### src/rtl/fpu_sequencer_pkg.sv
// Shared constants for the FPU issue/completion sequencer: op encodings,
// per-op pipeline latencies, FSM state encoding and the latency lookup.
package fpu_sequencer_pkg;

    localparam int unsigned OP_W  = 4;
    localparam int unsigned LAT_W = 5;

    // fpuOp encodings presented by EX
    localparam logic [OP_W-1:0] FOP_ADD    = 4'b0000;
    localparam logic [OP_W-1:0] FOP_SUB    = 4'b0001;
    localparam logic [OP_W-1:0] FOP_MUL    = 4'b0010;
    localparam logic [OP_W-1:0] FOP_DIV    = 4'b0011;
    localparam logic [OP_W-1:0] FOP_SGNJ   = 4'b0100;
    localparam logic [OP_W-1:0] FOP_MINMAX = 4'b0101;
    localparam logic [OP_W-1:0] FOP_SQRT   = 4'b0110;
    localparam logic [OP_W-1:0] FOP_CMP    = 4'b0111;
    localparam logic [OP_W-1:0] FOP_CVT_WS = 4'b1000;
    localparam logic [OP_W-1:0] FOP_CVT_SW = 4'b1001;

    // Cycles from issue-plus-one until the IP output is valid
    localparam logic [LAT_W-1:0] LAT_ADDSUB = 5'd7;
    localparam logic [LAT_W-1:0] LAT_MUL    = 5'd5;
    localparam logic [LAT_W-1:0] LAT_DIV    = 5'd6;
    localparam logic [LAT_W-1:0] LAT_SGNJ   = 5'd0;
    localparam logic [LAT_W-1:0] LAT_MINMAX = 5'd1;
    localparam logic [LAT_W-1:0] LAT_SQRT   = 5'd16;
    localparam logic [LAT_W-1:0] LAT_CMP    = 5'd1;
    localparam logic [LAT_W-1:0] LAT_CVT    = 5'd6;

    typedef enum logic [1:0] {
        ST_IDLE = 2'd0,
        ST_BUSY = 2'd1,
        ST_DONE = 2'd2
    } state_e;

    // Returns {illegal, latency}; undefined ops complete immediately as illegal
    function automatic logic [LAT_W:0] fpu_lat(input logic [OP_W-1:0] op);
        case (op)
            FOP_ADD, FOP_SUB:       return {1'b0, LAT_ADDSUB};
            FOP_MUL:                return {1'b0, LAT_MUL};
            FOP_DIV:                return {1'b0, LAT_DIV};
            FOP_SGNJ:               return {1'b0, LAT_SGNJ};
            FOP_MINMAX:             return {1'b0, LAT_MINMAX};
            FOP_SQRT:               return {1'b0, LAT_SQRT};
            FOP_CMP:                return {1'b0, LAT_CMP};
            FOP_CVT_WS, FOP_CVT_SW: return {1'b0, LAT_CVT};
            default:                return {1'b1, 5'd0};
        endcase
    endfunction

endpackage

### src/rtl/fpu_sequencer_if.sv
// Request (EX -> sequencer) and writeback (sequencer -> WB) handshake bundle.
interface fpu_sequencer_if #(
    parameter int unsigned WIDTH = 32
);
    logic             req_valid;
    logic             req_ready;
    logic [3:0]       req_op;
    logic [2:0]       req_func3;
    logic             req_rs1_0;
    logic [4:0]       req_rd;
    logic [WIDTH-1:0] req_a;
    logic [WIDTH-1:0] req_b;

    logic             wb_valid;
    logic             wb_ready;
    logic [4:0]       wb_rd;
    logic [WIDTH-1:0] wb_data;
    logic             wb_illegal;

    // Pipeline side: issues ops and consumes results
    modport master (
        output req_valid, req_op, req_func3, req_rs1_0, req_rd, req_a, req_b, wb_ready,
        input  req_ready, wb_valid, wb_rd, wb_data, wb_illegal
    );

    // Sequencer side
    modport slave (
        input  req_valid, req_op, req_func3, req_rs1_0, req_rd, req_a, req_b, wb_ready,
        output req_ready, wb_valid, wb_rd, wb_data, wb_illegal
    );
endinterface

### src/rtl/fpu_sequencer_latency_lut.sv
// Combinational fpuOp -> pipeline latency / illegal-op decode.
module fpu_sequencer_latency_lut
    import fpu_sequencer_pkg::*;
(
    input  logic [OP_W-1:0]  op,
    output logic [LAT_W-1:0] lat,
    output logic             illegal
);

    // Table lookup shared with any other user of the package function
    always_comb begin
        {illegal, lat} = fpu_lat(op);
    end

endmodule

### src/rtl/fpu_sequencer.sv
// Issue/completion controller in front of the FPU datapath. Accepts one op,
// freezes its operands, waits the op's pipeline latency, captures the result
// and holds it for writeback. Only one op is ever in flight.
module fpu_sequencer
    import fpu_sequencer_pkg::*;
#(
    parameter int unsigned WIDTH   = 32,
    parameter int unsigned CNT_W   = 5,
    parameter int unsigned MAX_LAT = 16
) (
    input  logic             clock,
    input  logic             reset,
    fpu_sequencer_if.slave   bus,
    input  logic             kill,
    output logic [3:0]       fpu_op,
    output logic [2:0]       fpu_func3,
    output logic             fpu_rs1_0,
    output logic [WIDTH-1:0] fpu_a,
    output logic [WIDTH-1:0] fpu_b,
    input  logic [WIDTH-1:0] fpu_result,
    output logic             busy
);

    state_e             state_q, state_d;
    logic [CNT_W-1:0]   count_q, count_d;
    logic [CNT_W-1:0]   lat_q;
    logic               illegal_q;
    logic [4:0]         tag_q;
    logic [WIDTH-1:0]   wb_data_q;
    logic               wb_illegal_q;
    logic [LAT_W-1:0]   lut_lat;
    logic               lut_illegal;
    logic               accept;
    logic               capture;

    fpu_sequencer_latency_lut u_lut (
        .op      (bus.req_op),
        .lat     (lut_lat),
        .illegal (lut_illegal)
    );

    // Handshake and stall; busy covers the accept cycle so EX stalls immediately
    always_comb begin
        bus.req_ready  = (state_q == ST_IDLE) && !kill && !reset;
        accept         = bus.req_valid && bus.req_ready;
        busy           = (state_q != ST_IDLE) || accept;
        bus.wb_valid   = (state_q == ST_DONE);
        bus.wb_rd      = tag_q;
        bus.wb_data    = wb_data_q;
        bus.wb_illegal = wb_illegal_q;
    end

    // Next-state, latency counter and capture strobe; kill overrides everything
    always_comb begin
        state_d = state_q;
        count_d = count_q;
        capture = 1'b0;
        if (kill) begin
            state_d = ST_IDLE;
            count_d = '0;
        end else begin
            case (state_q)
                ST_IDLE: begin
                    if (accept) begin
                        state_d = ST_BUSY;
                        count_d = '0;
                    end
                end
                ST_BUSY: begin
                    // Counter parks at the latency rather than wrapping
                    if (count_q == lat_q) begin
                        capture = 1'b1;
                        state_d = ST_DONE;
                    end else begin
                        count_d = count_q + CNT_W'(1);
                    end
                end
                ST_DONE: begin
                    if (bus.wb_ready) begin
                        state_d = ST_IDLE;
                    end
                end
                default: state_d = ST_IDLE;
            endcase
        end
    end

    // FSM state and counter registers
    always_ff @(posedge clock) begin
        if (reset) begin
            state_q <= ST_IDLE;
            count_q <= '0;
        end else begin
            state_q <= state_d;
            count_q <= count_d;
        end
    end

    // Operand freeze on accept, result capture at end of latency
    always_ff @(posedge clock) begin
        if (reset) begin
            fpu_op       <= '0;
            fpu_func3    <= '0;
            fpu_rs1_0    <= 1'b0;
            fpu_a        <= '0;
            fpu_b        <= '0;
            tag_q        <= '0;
            lat_q        <= '0;
            illegal_q    <= 1'b0;
            wb_data_q    <= '0;
            wb_illegal_q <= 1'b0;
        end else begin
            if (accept) begin
                fpu_op    <= bus.req_op;
                fpu_func3 <= bus.req_func3;
                fpu_rs1_0 <= bus.req_rs1_0;
                fpu_a     <= bus.req_a;
                fpu_b     <= bus.req_b;
                tag_q     <= bus.req_rd;
                lat_q     <= CNT_W'(lut_lat);
                illegal_q <= lut_illegal;
            end
            if (capture) begin
                wb_data_q    <= illegal_q ? '0 : fpu_result;
                wb_illegal_q <= illegal_q;
            end
        end
    end

    // Latched latency must fit the counter and never exceed the slowest op
    assert property (@(posedge clock) disable iff (reset) lat_q <= CNT_W'(MAX_LAT));
    assert property (@(posedge clock) disable iff (reset) count_q <= lat_q);

endmodule
### src/flat_wrapper.sv
// flat-port wrapper written by rule: the top's interface ports become plain ports
module fpu_sequencer_flat import fpu_sequencer_pkg::*;
#(
    parameter int unsigned WIDTH   = 32,
    parameter int unsigned CNT_W   = 5,
    parameter int unsigned MAX_LAT = 16
)
  (clock, reset, kill, fpu_op, fpu_func3, fpu_rs1_0, fpu_a, fpu_b, fpu_result, busy, bus_req_valid, bus_req_op, bus_req_func3, bus_req_rs1_0, bus_req_rd, bus_req_a, bus_req_b, bus_wb_ready, bus_req_ready, bus_wb_valid, bus_wb_rd, bus_wb_data, bus_wb_illegal);
  fpu_sequencer_if #(.WIDTH(WIDTH)) bus_i ();
  input  logic clock;
  input  logic reset;
  input  logic kill;
  output logic [3:0] fpu_op;
  output logic [2:0] fpu_func3;
  output logic fpu_rs1_0;
  output logic [WIDTH-1:0] fpu_a;
  output logic [WIDTH-1:0] fpu_b;
  input  logic [WIDTH-1:0] fpu_result;
  output logic busy;
  input wire logic [$bits(bus_i.req_valid)-1:0] bus_req_valid;
  input wire logic [$bits(bus_i.req_op)-1:0] bus_req_op;
  input wire logic [$bits(bus_i.req_func3)-1:0] bus_req_func3;
  input wire logic [$bits(bus_i.req_rs1_0)-1:0] bus_req_rs1_0;
  input wire logic [$bits(bus_i.req_rd)-1:0] bus_req_rd;
  input wire logic [$bits(bus_i.req_a)-1:0] bus_req_a;
  input wire logic [$bits(bus_i.req_b)-1:0] bus_req_b;
  input wire logic [$bits(bus_i.wb_ready)-1:0] bus_wb_ready;
  output wire logic [$bits(bus_i.req_ready)-1:0] bus_req_ready;
  output wire logic [$bits(bus_i.wb_valid)-1:0] bus_wb_valid;
  output wire logic [$bits(bus_i.wb_rd)-1:0] bus_wb_rd;
  output wire logic [$bits(bus_i.wb_data)-1:0] bus_wb_data;
  output wire logic [$bits(bus_i.wb_illegal)-1:0] bus_wb_illegal;
  assign bus_i.req_valid = bus_req_valid;
  assign bus_i.req_op = bus_req_op;
  assign bus_i.req_func3 = bus_req_func3;
  assign bus_i.req_rs1_0 = bus_req_rs1_0;
  assign bus_i.req_rd = bus_req_rd;
  assign bus_i.req_a = bus_req_a;
  assign bus_i.req_b = bus_req_b;
  assign bus_i.wb_ready = bus_wb_ready;
  assign bus_req_ready = bus_i.req_ready;
  assign bus_wb_valid = bus_i.wb_valid;
  assign bus_wb_rd = bus_i.wb_rd;
  assign bus_wb_data = bus_i.wb_data;
  assign bus_wb_illegal = bus_i.wb_illegal;
  fpu_sequencer #(.WIDTH(WIDTH), .CNT_W(CNT_W), .MAX_LAT(MAX_LAT)) u_core (.clock(clock), .reset(reset), .bus(bus_i), .kill(kill), .fpu_op(fpu_op), .fpu_func3(fpu_func3), .fpu_rs1_0(fpu_rs1_0), .fpu_a(fpu_a), .fpu_b(fpu_b), .fpu_result(fpu_result), .busy(busy));
endmodule
### config.mk
export PLATFORM = sky130hd
export DESIGN_NAME = fpu_sequencer_flat
export DESIGN_NICKNAME = d
export VERILOG_FILES = /design/src/rtl/fpu_sequencer_pkg.sv /design/src/rtl/fpu_sequencer_if.sv /design/src/rtl/fpu_sequencer_latency_lut.sv /design/src/rtl/fpu_sequencer.sv /design/src/flat_wrapper.sv
export SDC_FILE = /design/constraint.sdc
export NUM_CORES = 1
export LEC_CHECK = 0
export CORE_MARGIN = 5
export CORE_UTILIZATION = 45
export DETAILED_ROUTE_END_ITERATION = 12
export GPL_ROUTABILITY_DRIVEN = 0
export GPL_TIMING_DRIVEN = 0
export PLACE_DENSITY = 0.85
export SYNTH_ARGS = -nofsm -noshare
export SYNTH_HDL_FRONTEND = slang
export SYNTH_HIERARCHICAL = 1
export SYNTH_SLANG_ARGS = --single-unit
### constraint.sdc
create_clock -name clock -period 2.6 [get_ports clock]
set_input_delay 0.78 -clock clock [delete_from_list [all_inputs] [get_ports clock]]
set_output_delay 0.78 -clock clock [all_outputs]
set_load 0.05 [all_outputs]
* Word level (Yosys, flattened, before mapping) *
Memory sizes are Yosys's and may differ from the RTL's. A register that Yosys moved wholly into a read port is not among the register bits.
Index checks and enable logic that the tools add are counted.

operators by class
  multiplexer cells = 11
  add/sub/neg operators = 1
  reduce and logical (&&, ||, !) cells = 12
  equality and inequality tests = 7

operator list
  cell                                                   count
  two-way mux 32 bit                                     1
  two-way mux 5 bit                                      2
  one-hot mux 5 bit (2 select lines)                     1
  two-way mux 2 bit                                      3
  one-hot mux 2 bit (3 select lines)                     1
  AND reduction 3 bit                                    2
  adder 5 x 1 -> 5 bit, second input constant            1
  equality test 5 bit                                    1
  inequality test 2 x 1 -> 1 bit, second input constant  2
  inequality test 2 bit, second input constant           2
  nonzero test 2 bit                                     2
  logical AND 1 bit                                      3
  two-way mux 1 bit                                      3
  equality test 2 x 1 -> 1 bit, second input constant    1
  equality test 2 bit, second input constant             1
  zero test 1 bit                                        2
  zero test 2 bit                                        1
  OR reduction 2 bit                                     1
  logical OR 1 bit                                       1

word-level totals
  output and inout bits = 113
  memories = 1
  register bits = 122
  input port bits = 114
  bits in read-only memories = 80

memories
  memory            words  bits a word  rd ports  clocked after memory_dff  wr ports  RTL line                 source
  (name not given)  16     5            1         1                         0         fpu_sequencer_pkg.sv:38  case (op)

* Longest topological paths before layout *
  word-level depth = 6
  gate-level depth with buffers = 6
  gate-level depth less buffers = 4

* Cells and area by module *
The synthesis kept the hierarchy.

modules (own cells, without submodules)
  module                     times used  cells each  seq. area each (µm²)  area an instance (µm²)
  fpu_sequencer              1           564         2462.4                4962.3
  fpu_sequencer_latency_lut  1           10          0.0                   72.6

* Worst setup path before layout *
OpenSTA, ideal clock, no wires.

  path kind = input to output
  from = input port kill
  to = output port busy
  path slack = -0.427 ns
  cell stages on the path = 4
  arrival = 2.247 ns
  cell sequence = nor4_4 -> and2_1 -> buf_6 -> or3_1

on the way
  cells in the longest elaborated chain, start to end = 5

RTL lines
  what                            RTL line             source
  start, declared                 flat_wrapper.sv:12   input logic kill;
  zero test 1 bit                 fpu_sequencer.sv:44  bus.req_ready = (state_q == ST_IDLE) && !kill && !reset;
  logical AND 1 bit (2 in a row)  fpu_sequencer.sv:44
  logical AND 1 bit               fpu_sequencer.sv:45  accept = bus.req_valid && bus.req_ready;
  logical OR 1 bit                fpu_sequencer.sv:46  busy = (state_q != ST_IDLE) || accept;
  end, declared                   flat_wrapper.sv:19   output logic busy;

Every way passes these cells.

* Worst setup path after layout *
  from = input port reset
  to = output port busy

on the way
  cells in the longest elaborated chain, start to end = 4

RTL lines
  what               RTL line             source
  start, declared    flat_wrapper.sv:11   input logic reset;
  zero test 1 bit    fpu_sequencer.sv:44
  logical AND 1 bit  fpu_sequencer.sv:44
  logical AND 1 bit  fpu_sequencer.sv:45
  logical OR 1 bit   fpu_sequencer.sv:46

Every way passes these cells.

==> impl_metrics.yaml <==
worst_hold_path:
  min_to: "u_core/fpu_a[13]"
  hp-start: "u_core/fpu_a[13]"
  worstHoldPathCells: 2
  min_path_type: "reg2reg"
yosys:
  synth_top_cell_area_share_pct: 48.9
  ys_seq_area_share_pct: 48.9
  synth.area.top_cells: "dfxtp_1 (49%), nand2_1 (13%), a21oi_1 (8.6%)"
  syn-num-nets: 689
  syn_area_per_cell_um2: 8.77
  syn_inst: 574
  synth.cell_area_um2: 5030
  synth_top_flop_cell: "dfxtp_1"
  synthArstFlopShare_pct: 0
  synth_seq_cells: 123
  yosys_warnings: 6
  synth_cell_types: 48
  synth_edf_count: 0
  yosys.area.top_type: "dfxtp_1"
timing:
  skew_ps: 5.53
  fin_crit_sh_pct: 98.5
  worst-slew-pin-transition_ps: 564
  layout_min_cycle_time_ps: 2560
  max_clock_freq_mhz: 390
  finalMaxSlewViolations: 0
  rsz0062_at_grt: "true"
  setup-tns-final_ps: 0
  hold_violations: 0
  hold_ws_ps: 453
  setup_violations: 0
  max-slew-margin-rel_pct: 62.3
clock_network:
  clk_path_buf_depth: 2
  cts_made_buffers: 17
  clock_sinks: 123
  h-tree-depth: 4
  worstSkewPairLatency_ps: 510
  clkTransAtPathRegs_ps: 50
  cts_root_buf: "clkbuf_8"
  cts_tree: "yes"
routing:
  vias: 4866
  first_pass_iters: 7
  drt_iter0_markers: 243
  drcViolationCount: 0
  wl_um: 15500
  via_per_inst: 4.97
  wl_per_cell_um: 15.8
  ant_nets: 0
global_route:
  grt_max_degree: 17
  grt_pass1_vias: 5006
  antenna_found_initial: 0
  grt_usage_pct: 22.8
  overflow: 0
  grt_pass1_wl_um: 24300
pwr:
  power_mw: 5.05
  clockPowerShare_pct: 46.8
  peakVddDrop_uv: 425
  power_switching_mw: 1.26
  p_per_area_nw_per_um2: 621
  combPwrFrac_pct: 14.3
  swShare_pct: 25.0
  seq_power_share_pct: 39.0
  cellLeakagePower_nw: 2.86
  internal-power_mw: 3.79
critical_path:
  slowest_delay_ps: 330
  worstSetupPathType: "in2out"
  worstReg2RegEnd: "u_core/fpu_a[6]"
  critPathMaxFanout: 6
  reg2reg_from: "u_core/state_q[1]"
  r2r_cells: 7
  cp.arrival_ps: 1780
  reg2reg_slack_ps: 850
  cp.required_ps: 1820
  crit_path_cell_trace: "buf_2 -> nor4_4 -> and2_4 -> buf_12 -> or3_4 -> buf_8"
  slowest_stage: "or3_4"
  endpoint_kind: "output port"
  cp-start-kind: "primary input"
run_status:
  status: "completed"
die:
  fp.dieW_um: 116
  die_y_um: 116
  io_pins: 227
  start_util_pct: 46.2
  coreArea_um2: 10900
  die_area_um2: 13400
  std_cell_rows: 38
finish:
  multi_input_area_um2: 2310
  fin_nets: 941
  final_cell_mix: "clkdlybuf4s50_1 (220), nand2_1 (174), dfxtp_1 (121), a21oi_1 (87), nand2b_1 (34)"
  regArea_um2: 2470
  nFillCells: 820
  antenna_cells: 0
  final_common_cell: "clkdlybuf4s50_1"
  area_growth_pct: 61.7
  drive_gt1_share_pct: 12.4
placed_design:
  io_buffer_count: 226
  dp_hpwl_um: 11800
job:
  maxCapViolations: 0
[through the flow]
stage	area [um2]	instances	setup WS [ps]	util (%)
detailed placement	7480	940	-1230	68.7
global route	8140	979	-3.43	74.8
CTS	8100	973	-114	74.4
floorplan	5040	574	-246	-
global placement	7480	940	-1250	68.7
finish	8140	979	38.7	74.8
[repair_timing]
| item | in CTS | in global routing |
|---|---|---|
| pin swaps | 1 | 2 |
| hold buffers | 0 | 0 |
| buffers inserted | 1 | 6 |
| resized for setup | 24 | 10 |
| setup endpoints to repair | 3 | 1 |
| hold endpoints to repair | 0 | 0 |
[cell type report]
cell class / count / share of cell area (%)
multi-input combinational: 406 / 28.3
tap: 140 / 2.15
clock inverter: 13 / 2.06
buffer: 44 / 3.41
timing repair buffer: 233 / 28.2
clock buffer: 19 / 5.42
inverter: 1 / 0.0461
sequential: 123 / 30.3
[layer usage]
layer  wire [um]  track usage [%]  up-vias
li1            -                -     2415
met2        7680             40.0      178
met1        6110             25.2     2240
met5           0                0        -
met4         348             7.35        0
met3        1360             8.88       33
[sequential cells by signal, summed over array words and instances (netlist names)]
| signal | flops |
|---|---|
| u_core/bus.wb_data | 32 |
| u_core/bus.wb_illegal | 1 |
| u_core/bus.wb_rd | 5 |
| u_core/count_q | 5 |
| u_core/fpu_a | 32 |
| u_core/fpu_b | 32 |
| u_core/fpu_func3 | 3 |
| u_core/fpu_op | 4 |
| u_core/fpu_rs1_0 | 1 |
| u_core/illegal_q | 1 |
| u_core/lat_q | 5 |
| u_core/state_q | 2 |
[Yosys cell counts, types with 3 or more instances]
library cell / n
nor2_1: 3
dfxtp_1: 123
buf_6: 8
mux2i_1: 33
buf_2: 5
nand2b_1: 34
a21oi_1: 87
a311oi_1: 3
buf_8: 3
o22ai_1: 3
nand2_1: 174
xnor2_1: 3
clkbuf_1: 23
buf_1: 4
or3b_2: 29
[worst max-delay path by stage]
| stage | startpoint | end | cells past startpoint |
|---|---|---|---|
| detailed placement | reset | busy | 6 |
| CTS | kill | busy | 6 |
| global route | u_core/state_q[1] | busy | 5 |
| finish | reset | busy | 6 |
| global placement | reset | busy | 6 |
| floorplan | reset | busy | 4 |
[critical path, delay by kind of cell]
family        cells  cell delay, ps
buf+inv           3             450
simple gates      3             550
[logic make-up (layout without fill, tap and decap cells)]
logic type | Yosys count | in the layout | synth area share, %
muxes | 33 | 33 | 6.56
and+or+nand+nor | 264 | 264 | 26.5
other | 1 | 1 | 0.0745
buffers and inverters | 45 | 310 | 5.42
DFF | 123 | 123 | 48.9
adders and majority gates | 1 | 1 | 0.248
xor gates and xnor gates | 5 | 5 | 1.39
AOI/OAI and AO/OA | 102 | 102 | 10.9
[power groups by stage]
stage,Sequential [mW],Clock [mW],Combinational [mW]
6_report,1.97,2.36,0.721
5_1_grt,1.97,2.51,0.765
4_1_cts,1.97,2.41,0.719
3_5_place_dp,2.01,0,0.712
3_3_place_gp,2.01,0,0.701
2_1_floorplan,2.18,0,0.210
(Power assumes the default switching activity.)
